<file path="config.mk">
export PLATFORM = sky130hd
export DESIGN_NAME = vt_encode_stream
export DESIGN_NICKNAME = d
export VERILOG_FILES = /design/src/rtl/vt_encode_stream.sv
export SDC_FILE = /design/constraint.sdc
export NUM_CORES = 1
export LEC_CHECK = 0
export ABC_AREA = 0
export CORE_ASPECT_RATIO = 0.6
export CORE_UTILIZATION = 30
export CTS_CLUSTER_SIZE = 20
export DETAILED_ROUTE_END_ITERATION = 16
export PLACE_DENSITY = 0.46
export SYNTH_ARGS = -nofsm -noshare
export SYNTH_HDL_FRONTEND = slang
export SYNTH_SLANG_ARGS = --single-unit
</file>
<file path="constraint.sdc">
create_clock -name clk -period 7.55 [get_ports clk]
set_input_delay 0.755 -clock clk [delete_from_list [all_inputs] [get_ports clk]]
set_output_delay 0.755 -clock clk [all_outputs]
set_load 0.05 [all_outputs]
</file>
<file path="src/rtl/vt_encode_stream.sv">
// Systematic Varshamov-Tenengolts encoder: places data bits, then greedily sets
// parity bits so the weighted bit sum hits the requested syndrome mod 2N+1.
package vt_encode_stream_pkg;
    function automatic int vt_min_n(input int k);
        int n;
        n = 2;
        while (k > n - $clog2(n) - 1) n++;
        return n;
    endfunction
endpackage

module vt_encode_stream
    import vt_encode_stream_pkg::*;
#(
    parameter int K = 5,
    parameter int N = vt_min_n(K)
) (
    input  logic                        clk,
    input  logic                        rst_n,
    input  logic                        in_valid,
    output logic                        in_ready,
    input  logic [K-1:0]                data_in,
    input  logic [$clog2(2*N+1)-1:0]    syndrome_in,
    output logic                        out_valid,
    input  logic                        out_ready,
    output logic [N-1:0]                codeword,
    output logic                        good_syndrome,
    output logic                        err,
    output logic                        busy
);
    localparam int M    = 2 * N + 1;
    localparam int SW   = $clog2(M);
    localparam int P    = $clog2(N + 1);
    localparam int WW   = $clog2((N + 1) * N / 2) + 1;
    localparam int CW   = $clog2(N);

    localparam logic [WW-1:0] M_W  = WW'(M);
    localparam logic [CW-1:0] LAST = CW'(N - 1);

    // Parity at power-of-two weights, plus the top index when data leaves it spare.
    function automatic logic [N-1:0] par_mask();
        logic [N-1:0] m;
        m = '0;
        for (int i = 0; i < N; i++)
            if (((i + 1) & i) == 0) m[i] = 1'b1;
        if (K + P < N) m[N-1] = 1'b1;
        return m;
    endfunction

    localparam logic [N-1:0] PAR_MASK = par_mask();

    typedef enum logic [2:0] {
        IDLE, ACCUM, CALC, PARITY, CHECK, DONE
    } state_t;

    state_t          state;
    logic [CW-1:0]   cnt;

    logic [K-1:0]    data_q;
    logic [SW-1:0]   a_q;
    logic [N-1:0]    work;
    logic [WW-1:0]   sum;
    logic [WW-1:0]   t_q;

    logic [WW-1:0]   a_w;
    logic [WW-1:0]   idx_w;
    logic [WW-1:0]   t_calc;
    logic [WW-1:0]   syn_sum;
    logic [WW-1:0]   syn_mod;
    logic            a_bad;

    assign a_w    = WW'(a_q);
    assign idx_w  = WW'(cnt) + WW'(1);
    assign a_bad  = (a_w >= M_W);
    // Both operands reduced first so the subtraction never wraps.
    assign t_calc = ((a_w % M_W) + M_W - (sum % M_W)) % M_W;

    always_comb begin
        syn_sum = '0;
        for (int i = 0; i < N; i++)
            if (work[i]) syn_sum = syn_sum + WW'(i + 1);
    end

    assign syn_mod = syn_sum % M_W;

    always_ff @(posedge clk or negedge rst_n) begin
        if (!rst_n) begin
            state         <= IDLE;
            cnt           <= '0;
            in_ready      <= 1'b1;
            busy          <= 1'b0;
            out_valid     <= 1'b0;
            codeword      <= '0;
            good_syndrome <= 1'b0;
            err           <= 1'b0;
        end else begin
            case (state)
                IDLE: begin
                    if (in_valid) begin
                        state    <= ACCUM;
                        cnt      <= '0;
                        in_ready <= 1'b0;
                        busy     <= 1'b1;
                    end
                end
                ACCUM: begin
                    if (cnt == LAST) state <= CALC;
                    else             cnt   <= cnt + CW'(1);
                end
                CALC: begin
                    state <= PARITY;
                    cnt   <= LAST;
                end
                PARITY: begin
                    if (cnt == '0) state <= CHECK;
                    else           cnt   <= cnt - CW'(1);
                end
                CHECK: begin
                    state         <= DONE;
                    out_valid     <= 1'b1;
                    codeword      <= work;
                    err           <= a_bad;
                    good_syndrome <= !a_bad && (syn_mod == a_w);
                end
                DONE: begin
                    if (out_ready) begin
                        state     <= IDLE;
                        out_valid <= 1'b0;
                        in_ready  <= 1'b1;
                        busy      <= 1'b0;
                    end
                end
                default: state <= IDLE;
            endcase
        end
    end

    // Working datapath needs no reset: every word starts by clearing it at accept.
    always_ff @(posedge clk) begin
        case (state)
            IDLE: begin
                if (in_valid) begin
                    data_q <= data_in;
                    a_q    <= syndrome_in;
                    work   <= '0;
                    sum    <= '0;
                end
            end
            ACCUM: begin
                if (!PAR_MASK[cnt]) begin
                    work[cnt] <= data_q[0];
                    data_q    <= data_q >> 1;
                    if (data_q[0]) sum <= sum + idx_w;
                end
            end
            CALC: t_q <= t_calc;
            PARITY: begin
                if (PAR_MASK[cnt]) begin
                    if (t_q >= idx_w) begin
                        work[cnt] <= 1'b1;
                        t_q       <= t_q - idx_w;
                    end else begin
                        work[cnt] <= 1'b0;
                    end
                end
            end
            default: ;
        endcase
    end
endmodule

</file>
* Yosys cells after proc, flatten, opt, wreduce, memory -nomap -nowiden
Memories as Yosys holds them, arrays and structs flattened. Cells that the tools add are included.
Cells by class: equal/unequal tests 17, order comparisons 4, mux-type cells 45, add/subtract/negate cells 16, reductions and logical operators 20, bitwise logic cells 3, divide/modulo/power cells 4
Operators by type and width (count):
- two-way mux 7 bit | 14
- two-way mux 10 bit | 4
- case mux 10 bit (3 select lines) | 1
- adder 7 x 3 -> 7 bit (second input constant) | 4
- case mux 7 bit (2 select lines) | 2
- adder 7 x 4 -> 7 bit (second input constant) | 3
- modulo 7 x 5 -> 7 bit (second input constant) | 3
- != test 2 bit (second input constant) | 10
- case mux 3 bit (6 select lines) | 1
- case mux 4 bit (4 select lines) | 1
- AND reduction 4 bit | 4
- adder 7 x 2 -> 7 bit (second input constant) | 2
- two-way mux 3 bit | 4
- two-way mux 4 bit | 3
- bitwise AND 10 bit | 1
- bitwise mux 10 bit | 1
- two-way mux 5 bit | 2
- inverter 10 bit | 1
- OR 10 bit | 1
- case mux 5 bit (2 select lines) | 1
- AND reduction 3 bit | 3
- nonzero test 2 bit | 4
- adder 7 x 5 -> 7 bit | 1
- adder 7 x 5 -> 7 bit (second input constant) | 1
- 25 further kinds | 37
Word-level totals: input bits 14, flip-flop bits (word level) 56, logic and storage cells 123, memory bits (read-only) 16, output and inout bits 15, memories 1
Memory list:
- (name not given) | depth 16, bits a word 1, rd ports 1, clocked after Yosys merged registers in 0, write ports 0, RTL line 158 | if (PAR_MASK[cnt]) begin

* Longest topological paths before layout
Gate-level depths: netlist of run 1.
word-level depth 22, depth in mapped cells 37, mapped depth without buffers 36

* Least setup slack after synthesis of run 1
No wires, ideal clock.
kind register -> register, from reg sum[4], to reg t_q[1] (data pin), period minus slack after synthesis 6.673 ns, setup time 0.271 ns, data arrival time 6.403 ns, required time 7.279 ns, cell stages (with the launch flop) 37, path slack 0.877 ns, path buffers 1, cells stage by stage edfxtp_1 clkbuf_1 a21oi_1 nor2_1 a21oi_1 ha_1 maj3_1 and2_1 mux2_2 and3_1 or2_2 nand2b_1 nand2_1 xnor2_1 ha_1 inv_1 ha_1 a21o_1 a21oi_1 o21bai_1 a21oi_1 xnor2_1 xnor2_1 nand2b_1 xnor2_1 inv_1 ha_1 nor2_1 a21oi_1 o21ai_0 a21oi_1 mux2i_1 inv_1 a21oi_1 o31ai_1 mux2i_1 a21oi_1
On the way: longest elaborated chain between the ends 4
RTL lines:
- from (decl) | RTL line 62 | logic [WW-1:0] sum;
- from (signal assigned) | RTL line 153 | if (data_q[0]) sum <= sum + idx_w;
- modulo 7 x 5 -> 7 bit | RTL line 76 | assign t_calc = ((a_w % M_W) + M_W - (sum % M_W)) % M_W;
- subtractor 7 bit | RTL line 76
- modulo 7 x 5 -> 7 bit | RTL line 76
- case mux 7 bit (2 select lines) | RTL line 140 | case (state)
- to (signal assigned) | RTL line 156 | CALC: t_q <= t_calc;
- to (signal assigned) | RTL line 161 | t_q <= t_q - idx_w;
- to (decl) | RTL line 63 | logic [WW-1:0] t_q;
No other way between the ends. A chain may end at the register's enable or synchronous reset.

* Worst setup path in the final report of run 1
from reg sum[2], to reg t_q[1] (data pin)
The elaborated chain is that of the path after synthesis.

==> impl_metrics.json, run 1 <==
{
  "antenna_left": 0,
  "critPathRequiredTime_ns": 7.59,
  "r2r-end": "t_q[1]",
  "fin_crit_sh": 0.9279,
  "final_common_cell": "nand2_1",
  "gr-total-overflow": 0,
  "ys_seq_elements": 56,
  "clock.fmax_ghz": 0.1428,
  "design_area_um2": 7300,
  "fin_crit_ns": 7.005,
  "fp.dieArea_um2": 21940,
  "cp_num_buf_inv": 3,
  "cts_tree": "yes",
  "fin_util": 0.3566,
  "fin_skew_ns": 0.009083,
  "area_delta_synth_final_pct": 14.06,
  "maxCapViolCount": 0,
  "grt_max_degree": 23,
  "wl_per_cell_um": 17.03,
  "yosysWarnings": 0,
  "cp_slowest_cell": "edfxtp_1",
  "wl_met1_um": 10390,
  "ys.flop_type": "edfxtp_1",
  "synth.distinct_cells": 93,
  "first_pass_iters": 7,
  "wl_met2_um": 6918,
  "r2r_slack_ns": 0.54,
  "synth-edff-count": 34,
  "critPathLaunchType": "register",
  "start_util": 0.3127,
  "maxSlewViolCount": 0,
  "clockRootBuffer": "clkbuf_16",
  "dpl_cell_area_um2": 6967,
  "die_w_um": 190.6,
  "top_layer_used": "met4",
  "cts_max_level": 2,
  "hp-class": "register to register",
  "crit_path_end_kind": "register",
  "tightest_slew_ns": 0.9606,
  "path_delay_family": "adder cells",
  "timing.critical_path.from": "sum[2]",
  "cpPeakStageDelay_ns": 0.51,
  "syn_area_per_cell_um2": 8.322,
  "clock-sinks": 56,
  "r2r_cells": 33,
  "path_max_fanout": 12,
  "final_cell_mix": "nand2_1, nor2_1, inv_1",
  "cts_max_path_buffers": 2,
  "antenna_found_initial": 0,
  "finalNetCount": 863,
  "gp_congestion": 0.8420,
  "cp_common_cell": "a21oi_1",
  "seq_area_frac_synth": 0.2457,
  "dp_hpwl_um": 14150,
  "synth_nets": 832,
  "layoutNonFillerInstCount": 1074,
  "n_antenna_cell": 0,
  "netlist_instances": 769,
  "drive_gt1_frac": 0.09488,
  "die_y_um": 115.1,
  "clkSlewWorstSetupHoldPaths_ns": 0.08,
  "cts_hold_buffers": 0,
  "drc_errors": 0,
  "cp-endpoint": "t_q[1]",
  "clock_latency_ns": 0.32,
  "grt_pass1_vias": 5400,
  "grt_usage": 0.1692,
  "rr_startpoint": "sum[2]",
  "slew_headroom": 0.3413,
  "netlist_area_um2": 6400,
  "dp.cells": 1050,
  "portBuffers": 28,
  "grt_pass1_wl_um": 29170,
  "setup_viol": 0,
  "viasPerCell": 5.340,
  "io_pins": 29,
  "async_flop_share": 0.3929,
  "drtIter0Drc": 480,
  "arrival_ns": 7.04,
  "finalHoldViolCount": 0,
  "coreArea_um2": 20470,
  "met3_length_um": 862,
  "rows": 40,
  "status": "finished clean",
  "numCtsBuffers": 5,
  "cp_num_cells": 33,
  "worstSetupPathType": "register to register",
  "routed-via-count": 5735,
  "drt_wl_total_um": 18290
}
timing repair:
item | in CTS | in global routing
resized for setup | 0 | 12
endpoints found under the setup margin | 0 | 8
buffers inserted | 0 | 16
worst register-to-register path: cells and delay by family (launching register included):
kind,cells,cell delay (ns)
adder cells (fa/ha/maj),6,1.70
AND/OR/NAND/NOR,8,1.55
AO/OA/AOI/OAI,10,1.39
multiplexers,4,0.88
flip-flops,1,0.51
XOR/XNOR,2,0.45
buffers and inverters,3,0.27
metal layers:
metal  track usage  up-vias
li1              -     2871
met1        0.2774     2694
met2        0.2264      156
met3       0.02900       14
met4       0.02240        0
met5             0        -
Yosys cell counts (all sizes together), types with 15 or more instances:
| cell | count | area (um^2) |
|---|---|---|
| dfrtp | 21 | 525.5 |
| nand3 | 18 | 100.1 |
| o21ai | 52 | 260.3 |
| edfxtp | 34 | 1021 |
| a21oi | 48 | 244.0 |
| o31ai | 15 | 117.6 |
| clkbuf | 22 | 82.58 |
| xnor2 | 49 | 474.2 |
| a21o | 15 | 112.6 |
| mux2i | 15 | 153.9 |
| nor2 | 55 | 206.5 |
| nand2 | 95 | 361.6 |
| inv | 48 | 180.2 |
| ha | 45 | 563.0 |
kinds of logic after synthesis:
logic type	after synthesis	share of synthesized area
AND/OR/NAND/NOR	263	0.2031
adder cells (fa/ha/maj)	50	0.1021
flip-flops	56	0.2457
buffers and inverters	79	0.04848
XOR/XNOR	66	0.1124
multiplexers	19	0.03167
AO/OA/AOI/OAI	236	0.2565
state kept, by name, indices dropped and copies added (netlist names), 3 cells and up:
register  count
a_q           5
data_q        5
sum           7
t_q           7
cnt           4
work         10
codeword     10
state         3
layout make-up:
class,count,area (um^2)
fill,2077,13170
multi-input combinational,634,4584
sequential,56,1573
timing repair buffer,53,467.9
tap,273,341.6
inverter,50,187.7
clock buffer,5,125.1
clock inverter,3,20.02
worst min-delay path by stage:
| stage | to | start | cells after the start | slack, ns |
|---|---|---|---|---|
| 2_1_floorplan | busy | rst_n | 0 | 0.46 |
| 3_3_place_gp | in_ready | in_ready | 2 | 0.46 |
| 3_5_place_dp | codeword[7] | codeword[7] | 2 | 0.46 |
| 4_1_cts | codeword[7] | codeword[7] | 2 | 0.48 |
| 5_1_grt | codeword[6] | codeword[6] | 2 | 0.51 |
| 6_report | codeword[7] | codeword[7] | 2 | 0.48 |
metrics by stage:
step | hold WS, ns | setup slack (ns) | setup TNS, ns
2_1_floorplan | 0.4594 | 0.8767 | 0
3_3_place_gp | 0.4557 | 0.4668 | 0
3_5_place_dp | 0.4622 | 0.2003 | 0
4_1_cts | 0.4817 | 0.1657 | 0
5_1_grt | 0.5071 | -0.04194 | -0.04712
6_report | 0.4781 | 0.5447 | 0
Power of run 1 is not shown: default switching activity piles up to over one toggle a cycle in this logic, so the estimate is an artifact.
==> inputs of run 2 (changes only) <==
Clock period 7.55 ns to 7.2 ns, I/O delays scaled along.
==> run 2 against run 1 <==
Against the previous run:
- core utilization stayed put
- hold slack worse by 0.012 ns
- sequential share of layout area stayed put
- clock skew is 0.0037 ns lower
- cell count is 0.19% lower
- clock-buffer cell count is 1 higher
- critical path type unchanged
==> impl_metrics.json, run 2 (same netlist as run 1, synthesis figures left out) <==
{
  "timing.critical_path.from": "work[1]",
  "clock_latency_ns": 0.31,
  "die_y_um": 115.1,
  "place_ws_ns": -0.009017,
  "rr_startpoint": "work[1]",
  "portBuffers": 28,
  "arrival_ns": 6.91,
  "slew_headroom": 0.3713,
  "grt_usage": 0.1635,
  "final_cell_mix": "nand2_1, nor2_1, inv_1",
  "fp.dieArea_um2": 21940,
  "path_max_fanout": 5,
  "rows": 40,
  "cts_hold_buffers": 0,
  "clock-sinks": 56,
  "grt_max_degree": 23,
  "cts_tree": "yes",
  "coreArea_um2": 20470,
  "cp_slowest_cell": "xnor3_2",
  "first_pass_iters": 5,
  "fin_skew_ns": 0.005377,
  "final_common_cell": "nand2_1",
  "status": "finished clean",
  "finalNetCount": 861,
  "viasPerCell": 5.272,
  "critPathLaunchType": "register",
  "grt_pass1_wl_um": 28240,
  "rsz0062_at_grt": "false",
  "clockRootBuffer": "clkbuf_16",
  "routed-via-count": 5652,
  "cts_max_path_buffers": 2,
  "tightest_slew_ns": 0.9430,
  "io_pins": 29,
  "die_w_um": 190.6,
  "finalHoldViolCount": 0,
  "gr-total-overflow": 0,
  "grt_pass1_vias": 5134,
  "drc_errors": 0,
  "area_delta_synth_final_pct": 14.06,
  "largest_registers": "codeword: 10 flops, work: 10 flops",
  "drtIter0Drc": 553,
  "start_util": 0.3127,
  "n_antenna_cell": 0,
  "numCtsBuffers": 5,
  "cpPeakStageDelay_ns": 0.47,
  "wl_per_cell_um": 16.39,
  "hp-class": "register to register",
  "cp_common_cell": "ha_1",
  "drt_wl_total_um": 17570,
  "dp_hpwl_um": 13830,
  "antenna_left": 0,
  "r2r-end": "good_syndrome",
  "maxCapViolCount": 0,
  "clock.fmax_ghz": 0.1495,
  "finalWorstSetupSlack_ns": 0.5089,
  "nFillCells": 2098,
  "critPathRequiredTime_ns": 7.42,
  "gp_congestion": 0.8820,
  "antenna_found_initial": 0,
  "worstSetupPathType": "register to register",
  "cp-endpoint": "good_syndrome",
  "cts_max_level": 2,
  "r2r_cells": 29,
  "crit_path_end_kind": "register",
  "fin_crit_ns": 6.691,
  "clkSlewWorstSetupHoldPaths_ns": 0.08,
  "drive_gt1_frac": 0.09262,
  "maxSlewViolCount": 0,
  "setup_viol": 0,
  "fin_crit_sh": 0.9293,
  "r2r_slack_ns": 0.51
}
==> run 2: how the worst min path moves through the flow <==
stage	from	to	slack, ns	cells past startpoint
after floorplan	rst_n	busy	0.42	0
after global placement	in_ready	in_ready	0.45	2
after detailed placement	in_ready	in_ready	0.46	2
after CTS	in_ready	in_ready	0.47	2
after global routing	codeword[6]	codeword[6]	0.51	2
final	in_ready	in_ready	0.47	2
==> run 2: worst max-delay path: cells and delay by family (launching register included) <==
family                   cells  cell delay, ns
AO/OA/AOI/OAI                9            1.85
XOR/XNOR                     2            0.56
adder cells (fa/ha/maj)      5            1.38
buffers and inverters        1            0.09
flip-flops                   1            0.44
multiplexers                 1            0.34
AND/OR/NAND/NOR             11            1.92
==> run 2: what timing repair did <==
item                                    4_1_cts  5_1_grt
resized for setup                             1       15
endpoints found under the setup margin        1        3
buffers inserted                              0        5
endpoints found under the hold margin         0        0
==> run 2: final cells by class <==
cell class | instances | area [um^2] | share of cell area
Sequential cell | 56 | 1573 | 0.2155
Timing Repair Buffer | 51 | 452.9 | 0.06205
Inverter | 50 | 187.7 | 0.02571
Clock inverter | 2 | 13.76 | 0.001885
Clock buffer | 6 | 128.9 | 0.01766
Multi-Input combinational cell | 634 | 4602 | 0.6304
Tap cell | 273 | 341.6 | 0.04679
==> run 2: metrics by stage <==
stage               cells  setup TNS, ns    util  area [um^2]  hold slack [ns]
finish               1072              0  0.3566         7300           0.4665
global route         1072              0  0.3566         7300           0.5082
floorplan             769              0       -         6400           0.4244
CTS                  1067              0  0.3509         7183           0.4705
detailed placement   1059      -0.009017  0.3436         7034           0.4582
global placement     1059              0  0.3436         7034           0.4505
==> run 2: layer usage <==
layer	vias to the layer above	GRT usage	wire (um)
met5	-	0	0
met4	0	0.01920	96
met3	10	0.02656	923
met2	145	0.2027	6283
met1	2641	0.2822	10270
li1	2856	-	-
Power of run 2 is left out for the same reason.
